## config.mk

```make
export PLATFORM = sky130hd
export DESIGN_NAME = lsu_dmem_ctrl_flat
export DESIGN_NICKNAME = d
export VERILOG_FILES = /design/src/rtl/lsu_dmem_ctrl_if.sv /design/src/rtl/lsu_dmem_ctrl.sv /design/src/flat_wrapper.sv
export SDC_FILE = /design/constraint.sdc
export NUM_CORES = 1
export LEC_CHECK = 0
export CAP_MARGIN = 40
export CORE_UTILIZATION = 47
export CTS_CLUSTER_SIZE = 20
export DETAILED_ROUTE_END_ITERATION = 10
export PLACE_DENSITY = 0.9
export REMOVE_ABC_BUFFERS = 1
export SYNTH_ARGS = -nofsm -noshare
export SYNTH_HDL_FRONTEND = slang
export SYNTH_SLANG_ARGS = --single-unit
```

## constraint.sdc

```tcl
create_clock -name clk_i -period 2.8 [get_ports clk_i]
set_input_delay 0.56 -clock clk_i [delete_from_list [all_inputs] [get_ports clk_i]]
set_output_delay 0.56 -clock clk_i [all_outputs]
set_load 0.01 [all_outputs]
```

## src/rtl/lsu_dmem_ctrl_if.sv

```systemverilog
// -----------------------------------------------------------------------------
// lsu_dmem_ctrl_if
// OBI-style data-memory bus bundle between the load/store controller and the
// data memory (or interconnect).
//
// Signals (named from the controller's point of view):
//   data_req_o    controller -> memory  request valid
//   data_we_o     controller -> memory  1 = write
//   data_be_o     controller -> memory  byte enables, one per lane
//   data_addr_o   controller -> memory  word-aligned byte address
//   data_wdata_o  controller -> memory  lane-replicated write data
//   data_gnt_i    memory -> controller  request accepted
//   data_rvalid_i memory -> controller  response valid
//   data_rdata_i  memory -> controller  response data
//   data_err_i    memory -> controller  response error, qualified by rvalid
//
// Handshake: the request phase completes on the cycle where data_req_o and
// data_gnt_i are both high; the request fields are stable while data_req_o is
// high and not yet granted. The response phase is a single cycle with
// data_rvalid_i high; data_rdata_i/data_err_i are only meaningful then.
// -----------------------------------------------------------------------------
interface lsu_dmem_ctrl_if #(
   parameter int ADDR_WIDTH = 32
) ();

   logic                  data_req_o;
   logic                  data_we_o;
   logic [3:0]            data_be_o;
   logic [ADDR_WIDTH-1:0] data_addr_o;
   logic [31:0]           data_wdata_o;
   logic                  data_gnt_i;
   logic                  data_rvalid_i;
   logic [31:0]           data_rdata_i;
   logic                  data_err_i;

   // Controller side
   modport master (
      output data_req_o,
      output data_we_o,
      output data_be_o,
      output data_addr_o,
      output data_wdata_o,
      input  data_gnt_i,
      input  data_rvalid_i,
      input  data_rdata_i,
      input  data_err_i
   );

   // Memory side
   modport slave (
      input  data_req_o,
      input  data_we_o,
      input  data_be_o,
      input  data_addr_o,
      input  data_wdata_o,
      output data_gnt_i,
      output data_rvalid_i,
      output data_rdata_i,
      output data_err_i
   );

endinterface

```

## src/rtl/lsu_dmem_ctrl.sv

```systemverilog
// -----------------------------------------------------------------------------
// lsu_dmem_ctrl
// Sequential load/store controller between the core execute stage and an
// OBI-style data memory port. Handles byte/half/word accesses with byte
// enables, store-data lane replication and load sign/zero extension. One
// transaction is outstanding at a time; the core is stalled through o_busy.
//
// Ports:
//   clk_i, rst_ni     clock, synchronous active-low reset
//   i_req             core access request (held by the core while o_busy)
//   i_we              1 = store, 0 = load
//   i_size            00 byte, 01 half, 10 word, 11 reserved (misaligned)
//   i_unsigned        zero-extend loads
//   i_addr, i_wdata   byte address and LSB-justified store data
//   o_ready / o_busy  controller idle (request accepted) / stall
//   o_done            one-cycle completion pulse per accepted request
//   o_rdata           formatted load data (holds until the next completion)
//   o_err             bus error or timeout, valid with o_done
//   o_timeout         error cause was timeout, valid with o_done
//   o_misaligned      access rejected without a bus cycle, valid with o_done
//   o_dbg_state       current FSM state (0 IDLE, 1 REQ, 2 RESP, 3 DONE)
//   bus               data-memory bus (master side)
//
// Timing with accept at cycle T and a zero-wait memory: data_req_o at T+1,
// grant at T+1, rvalid at T+2, o_done at T+3. Misaligned: o_done at T+1.
// -----------------------------------------------------------------------------
module lsu_dmem_ctrl #(
   parameter int ADDR_WIDTH     = 32,
   parameter int TIMEOUT_CYCLES = 64,
   parameter int TIMEOUT_EN     = 1
) (
   input  logic                  clk_i,
   input  logic                  rst_ni,
   input  logic                  i_req,
   input  logic                  i_we,
   input  logic [1:0]            i_size,
   input  logic                  i_unsigned,
   input  logic [ADDR_WIDTH-1:0] i_addr,
   input  logic [31:0]           i_wdata,
   output logic                  o_ready,
   output logic                  o_busy,
   output logic                  o_done,
   output logic [31:0]           o_rdata,
   output logic                  o_err,
   output logic                  o_timeout,
   output logic                  o_misaligned,
   output logic [1:0]            o_dbg_state,
   lsu_dmem_ctrl_if.master       bus
);

   typedef enum logic [1:0] {
      S_IDLE = 2'd0,
      S_REQ  = 2'd1,
      S_RESP = 2'd2,
      S_DONE = 2'd3
   } state_e;

   // One extra bit so the counter can step past the terminal count when a
   // grant lands exactly on it (the response phase then times out next cycle).
   localparam int              CNT_W    = $clog2(TIMEOUT_CYCLES) + 1;
   localparam logic [CNT_W-1:0] CNT_LAST = CNT_W'(TIMEOUT_CYCLES - 1);

   // ---------------------------------------------------------------------------
   // State and registered outputs
   // ---------------------------------------------------------------------------
   state_e                state_q,  state_d;
   logic [CNT_W-1:0]      cnt_q,    cnt_d;
   logic [1:0]            size_q,   size_d;
   logic                  uns_q,    uns_d;
   logic [1:0]            off_q,    off_d;

   logic                  req_q,    req_d;
   logic                  we_q,     we_d;
   logic [3:0]            be_q,     be_d;
   logic [ADDR_WIDTH-1:0] addr_q,   addr_d;
   logic [31:0]           wdata_q,  wdata_d;

   logic                  done_q,   done_d;
   logic [31:0]           rdata_q,  rdata_d;
   logic                  err_q,    err_d;
   logic                  tmo_q,    tmo_d;
   logic                  mis_q,    mis_d;

   // ---------------------------------------------------------------------------
   // Request decode (from the core inputs, used on accept)
   // ---------------------------------------------------------------------------
   logic [1:0]  acc_off;
   logic        acc_mis;
   logic [3:0]  acc_be;
   logic [31:0] acc_wdata;

   always_comb begin
      acc_off   = i_addr[1:0];
      acc_mis   = 1'b0;
      acc_be    = 4'b1111;
      acc_wdata = i_wdata;
      unique case (i_size)
         2'b00: begin
            acc_be    = 4'b0001 << acc_off;
            acc_wdata = {4{i_wdata[7:0]}};
         end
         2'b01: begin
            acc_mis   = acc_off[0];
            acc_be    = 4'b0011 << acc_off;
            acc_wdata = {2{i_wdata[15:0]}};
         end
         2'b10: begin
            acc_mis   = (acc_off != 2'b00);
         end
         default: begin
            acc_mis   = 1'b1;
         end
      endcase
   end

   // ---------------------------------------------------------------------------
   // Load formatting (from the captured access attributes and bus data)
   // ---------------------------------------------------------------------------
   logic [31:0] ld_shift;
   logic [31:0] ld_data;

   always_comb begin
      ld_shift = bus.data_rdata_i >> {off_q, 3'b000};
      ld_data  = ld_shift;
      unique case (size_q)
         2'b00:   ld_data = uns_q ? {24'b0, ld_shift[7:0]}
                                  : {{24{ld_shift[7]}}, ld_shift[7:0]};
         2'b01:   ld_data = uns_q ? {16'b0, ld_shift[15:0]}
                                  : {{16{ld_shift[15]}}, ld_shift[15:0]};
         default: ld_data = ld_shift;
      endcase
   end

   // Terminal count reached; the caller checks gnt/rvalid first so a normal
   // handshake in the same cycle takes priority over the abort.
   logic timeout_hit;
   assign timeout_hit = (TIMEOUT_EN != 0) && (cnt_q >= CNT_LAST);

   // ---------------------------------------------------------------------------
   // Next-state / output logic
   // ---------------------------------------------------------------------------
   always_comb begin
      state_d = state_q;
      cnt_d   = cnt_q;
      size_d  = size_q;
      uns_d   = uns_q;
      off_d   = off_q;
      req_d   = req_q;
      we_d    = we_q;
      be_d    = be_q;
      addr_d  = addr_q;
      wdata_d = wdata_q;
      rdata_d = rdata_q;
      // Completion flags are single-cycle pulses
      done_d  = 1'b0;
      err_d   = 1'b0;
      tmo_d   = 1'b0;
      mis_d   = 1'b0;

      unique case (state_q)
         S_IDLE: begin
            if (i_req) begin
               size_d = i_size;
               uns_d  = i_unsigned;
               off_d  = acc_off;
               if (acc_mis) begin
                  state_d = S_DONE;
                  done_d  = 1'b1;
                  mis_d   = 1'b1;
                  rdata_d = 32'b0;
               end else begin
                  state_d = S_REQ;
                  req_d   = 1'b1;
                  we_d    = i_we;
                  be_d    = acc_be;
                  addr_d  = {i_addr[ADDR_WIDTH-1:2], 2'b00};
                  wdata_d = acc_wdata;
                  cnt_d   = '0;
               end
            end
         end

         S_REQ: begin
            if (cnt_q != {CNT_W{1'b1}}) cnt_d = cnt_q + 1'b1;
            // rvalid is deliberately not looked at here
            if (bus.data_gnt_i) begin
               state_d = S_RESP;
               req_d   = 1'b0;
            end else if (timeout_hit) begin
               state_d = S_DONE;
               req_d   = 1'b0;
               done_d  = 1'b1;
               err_d   = 1'b1;
               tmo_d   = 1'b1;
               rdata_d = 32'b0;
            end
         end

         S_RESP: begin
            if (cnt_q != {CNT_W{1'b1}}) cnt_d = cnt_q + 1'b1;
            if (bus.data_rvalid_i) begin
               state_d = S_DONE;
               done_d  = 1'b1;
               err_d   = bus.data_err_i;
               // Stores and errored responses report zero data
               rdata_d = (bus.data_err_i || we_q) ? 32'b0 : ld_data;
            end else if (timeout_hit) begin
               state_d = S_DONE;
               done_d  = 1'b1;
               err_d   = 1'b1;
               tmo_d   = 1'b1;
               rdata_d = 32'b0;
            end
         end

         S_DONE: begin
            state_d = S_IDLE;
         end

         default: begin
            state_d = S_IDLE;
         end
      endcase
   end

   // ---------------------------------------------------------------------------
   // Registers
   // ---------------------------------------------------------------------------
   always_ff @(posedge clk_i) begin
      if (!rst_ni) begin
         state_q <= S_IDLE;
         cnt_q   <= '0;
         size_q  <= 2'b00;
         uns_q   <= 1'b0;
         off_q   <= 2'b00;
         req_q   <= 1'b0;
         we_q    <= 1'b0;
         be_q    <= 4'b0;
         addr_q  <= '0;
         wdata_q <= 32'b0;
         done_q  <= 1'b0;
         rdata_q <= 32'b0;
         err_q   <= 1'b0;
         tmo_q   <= 1'b0;
         mis_q   <= 1'b0;
      end else begin
         state_q <= state_d;
         cnt_q   <= cnt_d;
         size_q  <= size_d;
         uns_q   <= uns_d;
         off_q   <= off_d;
         req_q   <= req_d;
         we_q    <= we_d;
         be_q    <= be_d;
         addr_q  <= addr_d;
         wdata_q <= wdata_d;
         done_q  <= done_d;
         rdata_q <= rdata_d;
         err_q   <= err_d;
         tmo_q   <= tmo_d;
         mis_q   <= mis_d;
      end
   end

   // ---------------------------------------------------------------------------
   // Outputs
   // ---------------------------------------------------------------------------
   assign o_ready          = (state_q == S_IDLE);
   assign o_busy           = ~o_ready;
   assign o_done           = done_q;
   assign o_rdata          = rdata_q;
   assign o_err            = err_q;
   assign o_timeout        = tmo_q;
   assign o_misaligned     = mis_q;
   assign o_dbg_state      = state_q;

   assign bus.data_req_o   = req_q;
   assign bus.data_we_o    = we_q;
   assign bus.data_be_o    = be_q;
   assign bus.data_addr_o  = addr_q;
   assign bus.data_wdata_o = wdata_q;

endmodule

```

## src/flat_wrapper.sv

```systemverilog
// flat-port wrapper written by rule: the top's interface ports become plain ports
module lsu_dmem_ctrl_flat 
#(
   parameter int ADDR_WIDTH     = 32,
   parameter int TIMEOUT_CYCLES = 64,
   parameter int TIMEOUT_EN     = 1
)
  (clk_i, rst_ni, i_req, i_we, i_size, i_unsigned, i_addr, i_wdata, o_ready, o_busy, o_done, o_rdata, o_err, o_timeout, o_misaligned, o_dbg_state, bus_data_req_o, bus_data_we_o, bus_data_be_o, bus_data_addr_o, bus_data_wdata_o, bus_data_gnt_i, bus_data_rvalid_i, bus_data_rdata_i, bus_data_err_i);
  lsu_dmem_ctrl_if #(.ADDR_WIDTH(ADDR_WIDTH)) bus_i ();
  input  logic clk_i;
  input  logic rst_ni;
  input  logic i_req;
  input  logic i_we;
  input  logic [1:0] i_size;
  input  logic i_unsigned;
  input  logic [ADDR_WIDTH-1:0] i_addr;
  input  logic [31:0] i_wdata;
  output logic o_ready;
  output logic o_busy;
  output logic o_done;
  output logic [31:0] o_rdata;
  output logic o_err;
  output logic o_timeout;
  output logic o_misaligned;
  output logic [1:0] o_dbg_state;
  output wire logic [$bits(bus_i.data_req_o)-1:0] bus_data_req_o;
  output wire logic [$bits(bus_i.data_we_o)-1:0] bus_data_we_o;
  output wire logic [$bits(bus_i.data_be_o)-1:0] bus_data_be_o;
  output wire logic [$bits(bus_i.data_addr_o)-1:0] bus_data_addr_o;
  output wire logic [$bits(bus_i.data_wdata_o)-1:0] bus_data_wdata_o;
  input wire logic [$bits(bus_i.data_gnt_i)-1:0] bus_data_gnt_i;
  input wire logic [$bits(bus_i.data_rvalid_i)-1:0] bus_data_rvalid_i;
  input wire logic [$bits(bus_i.data_rdata_i)-1:0] bus_data_rdata_i;
  input wire logic [$bits(bus_i.data_err_i)-1:0] bus_data_err_i;
  assign bus_data_req_o = bus_i.data_req_o;
  assign bus_data_we_o = bus_i.data_we_o;
  assign bus_data_be_o = bus_i.data_be_o;
  assign bus_data_addr_o = bus_i.data_addr_o;
  assign bus_data_wdata_o = bus_i.data_wdata_o;
  assign bus_i.data_gnt_i = bus_data_gnt_i;
  assign bus_i.data_rvalid_i = bus_data_rvalid_i;
  assign bus_i.data_rdata_i = bus_data_rdata_i;
  assign bus_i.data_err_i = bus_data_err_i;
  lsu_dmem_ctrl #(.ADDR_WIDTH(ADDR_WIDTH), .TIMEOUT_CYCLES(TIMEOUT_CYCLES), .TIMEOUT_EN(TIMEOUT_EN)) u_core (.clk_i(clk_i), .rst_ni(rst_ni), .i_req(i_req), .i_we(i_we), .i_size(i_size), .i_unsigned(i_unsigned), .i_addr(i_addr), .i_wdata(i_wdata), .o_ready(o_ready), .o_busy(o_busy), .o_done(o_done), .o_rdata(o_rdata), .o_err(o_err), .o_timeout(o_timeout), .o_misaligned(o_misaligned), .o_dbg_state(o_dbg_state), .bus(bus_i));
endmodule
```

==> flow_metrics.env <==
export IMPL_die_area_um2=12200
export IMPL_clk_pin_slew_ns=0.06
export IMPL_overflow=0
export IMPL_drv_slew=0
export IMPL_wl_per_cell_um=17.2
export IMPL_relSlewSlack_pct=52.2
export IMPL_busiest_layer="met2"
export IMPL_slowest_stage="clkdlybuf4s50_1"
export IMPL_synth_area_leaders="dfxtp_1 43%, nand2_1 11%, mux2i_1 6.5%, a21oi_1 5.7%, o21ai_0 3.9%"
export IMPL_crit_chain="inv_1 > ha_1 > inv_1 > clkdlybuf4s50_1"
export IMPL_rsz0062_at_grt="no"
export IMPL_cp_end_kind="primary output"
export IMPL_rows=39
export IMPL_setup_viol=0
export IMPL_die_w_um=110
export IMPL_die_y_um=110
export IMPL_max_cap_violations=0
export IMPL_holdWs_ns=0.451
export IMPL_gp_congestion=0.851
export IMPL_required_ns=2.24
export IMPL_cts_buffer_depth=2
export IMPL_crit_buf_inv=3
export IMPL_cpLargestDelayFamily="buffers and inverters"
export IMPL_final_util_pct=73.8
export IMPL_fin_cells=1030
export IMPL_setup_worst_path_start_class="flip-flop"
export IMPL_dpl_hpwl_mm=12.2
export IMPL_grt_met2_usage_pct=49.3
export IMPL_synth_top_area_share_pct=42.9
export IMPL_p_per_area_nw_per_um2=747
export IMPL_drive_gt1_share_pct=7.33
export IMPL_fillers=808
export IMPL_antennaDiodeCount=0
export IMPL_setup_ws_ns=0.157
export IMPL_syn_area_per_cell_um2=8.16
export IMPL_dp_slack_ns=0.108
export IMPL_synthesis_area_um2=5510
export IMPL_path_class="reg -> out"
export IMPL_num_vias=5703
export IMPL_worst_pin_slew_ns=0.714
export IMPL_crit_path_max_fanout=7
export IMPL_async_flop_share_pct=0
export IMPL_drtIter0Drc=324
export IMPL_synth_common_cells="155 x nand2_1, 118 x dfxtp_1, 63 x a21oi_1"
export IMPL_final_hold_viol_count=0
export IMPL_clkLatencyLatePin_ns=0.42
export IMPL_use_met3_pct=13.1
export IMPL_grt_pass1_vias=5425
export IMPL_core_um2=11400
export IMPL_htreeDepth=4
export IMPL_synth_area_leader_cell="dfxtp_1"
export IMPL_synthMostInstantiatedCell="nand2_1"
export IMPL_synth_flop_cell="dfxtp_1"
export IMPL_cts_resized=0
export IMPL_status="completed"
export IMPL_placed_area_um2=7770
export IMPL_antenna_found_initial=0
export IMPL_grt_pass1_wl_mm=26.8
export IMPL_hold_buffers=0
export IMPL_ant_nets=0
export IMPL_pin_count=216
export IMPL_period_minus_slack_ns=2.64
export IMPL_placed_cells=998
export IMPL_io_buffers=213
export IMPL_drc=0
export IMPL_min_path_type="reg -> reg"
export IMPL_routed_wirelength_mm=17.8
export IMPL_syn_to_final_growth_pct=53.0
export IMPL_rrSetupSlack_ns=0.49
export IMPL_cts_root_buffer="clkbuf_16"
export IMPL_viasPerCell=5.54
export IMPL_final_area_um2=8430
export IMPL_cts_tree="done"
export IMPL_critPathMaxStageDelay_ns=0.58
export IMPL_leakagePower_nw=3.06
export IMPL_timing_fmax_ghz=0.378
export IMPL_yosys_warnings=0
export IMPL_syn_inst=675
export IMPL_fin_nets=985
export IMPL_cts_inserted_buffers=17
export IMPL_initial_core_util_pct=48.2
export IMPL_met1_usage_pct=32.1
export IMPL_synth_seq_cells=118
export IMPL_period_share_pct=94.4
export IMPL_finClkSkew_ns=0.00789
export IMPL_yosysUniqueCellTypes=56
export IMPL_dr_pass1_iters=5
export IMPL_grt_max_degree=72
export IMPL_synth_edf_count=0
export IMPL_cp_data_arrival_time_ns=2.08
export IMPL_cts_sinks=118
export IMPL_crit_top_cell="inv_1"
export IMPL_postCtsSetupBuffers=0
export IMPL_irDropWorstVdd_uv=520
export IMPL_grtUsageTotal_pct=29.3
export IMPL_yosysSeqAreaShare_pct=42.9
==> report_power, final <==
part           internal, mW  switching (mW)  total [mW]
Sequential             1.85           0.135        1.98
Clock                  1.67           0.771        2.44
Combinational         0.828            1.05        1.87
==> final cells by class <==
class                           count  area, um^2  share of cell area (%)
Multi-Input combinational cell    501        2930                    34.8
Timing Repair Buffer              230        2270                    27.0
Inverter                            6        22.5                   0.267
Clock inverter                      9         170                    2.02
Sequential cell                   118        2360                    28.0
Clock buffer                       23         488                    5.79
Tap cell                          143         179                    2.12
==> cells by family (layout without fill, tap and decap cells) <==
kind of cell	count (synthesis)	in the layout	share of synthesized area, %
adders and majority gates	6	6	1.32
DFF	118	118	42.9
xor gates and xnor gates	5	5	0.795
buffers and inverters	57	268	4.18
muxes	43	43	7.97
AOI/OAI and AO/OA	203	203	24.3
other	1	2	0.0681
and+or+nand+nor	242	242	18.5
==> cell usage in the layout, fill, tap and decap left out, drive strengths merged, types with 4 or more instances in the layout <==
cell type      netlist  final
nor3                 4      4
inv                  6      6
bufinv               0      5
o211ai               7      7
xnor2                5      5
clkinv               0      4
clkdlybuf4s50        0    213
and2                 4      4
clkbuf              31     23
a311oi               9      9
a21oi               63     63
nand2              155    155
a21o                 8      8
ha                   5      5
nor4                 4      4
mux2i               36     36
a21boi               8      8
o21ai               46     46
mux2                 7      7
nand3                7      7
a211oi              27     27
a22o                12     12
nand2b               7      7
nor2                46     46
nor2b                6      6
dfxtp              118    118
buf                 20     17
==> routing by layer <==
metal / vias to the layer above / part of all wire [%]
met1: 2655 / 38
met4: 0 / 2.4
met3: 37 / 11
met5: - / 0
li1: 2770 / -
met2: 241 / 48
==> worst reg2reg max path, delay by kind of cell, from the launching register on <==
family / cells / cell delay [ns]
mux: 1 / 0.14
flops: 1 / 0.42
fa+ha+maj: 1 / 0.40
buf+inv: 1 / 0.12
compound gates: 2 / 0.63
simple gates: 2 / 0.56
==> flip-flops by register name, indices dropped and copies added, names as in the netlist, 2 cells and up <==
signal and cells:
u_core.bus.data_addr_o 30, u_core.bus.data_be_o 4, u_core.bus.data_wdata_o 32, u_core.cnt_q 7
u_core.o_dbg_state 2, u_core.o_rdata 32, u_core.off_q 2, u_core.size_q 2
==> through the flow <==
stage	setup TNS [ns]	total power, mW
4_1_cts	0	6.28
6_report	0	6.29
2_1_floorplan	-84.14	3.01
3_3_place_gp	0	3.81
5_1_grt	0	6.56
3_5_place_dp	0	3.83
==> path summary, 6_finish.rpt <==
kind	cells past startpoint	startpoint	to
worst min-delay path	2	u_core.bus.data_addr_o[30]$_SDFFE_PN0P_	u_core.bus.data_addr_o[30]$_SDFFE_PN0P_
worst max-delay path	4	u_core.o_dbg_state[0]$_SDFFE_PN0N_	o_busy
worst min register to register	2	u_core.bus.data_addr_o[30]$_SDFFE_PN0P_	u_core.bus.data_addr_o[30]$_SDFFE_PN0P_
worst max register to register	7	u_core.o_dbg_state[0]$_SDFFE_PN0N_	u_core.o_rdata[19]$_SDFFE_PN0P_
Power figures use the tool's default switching activity.
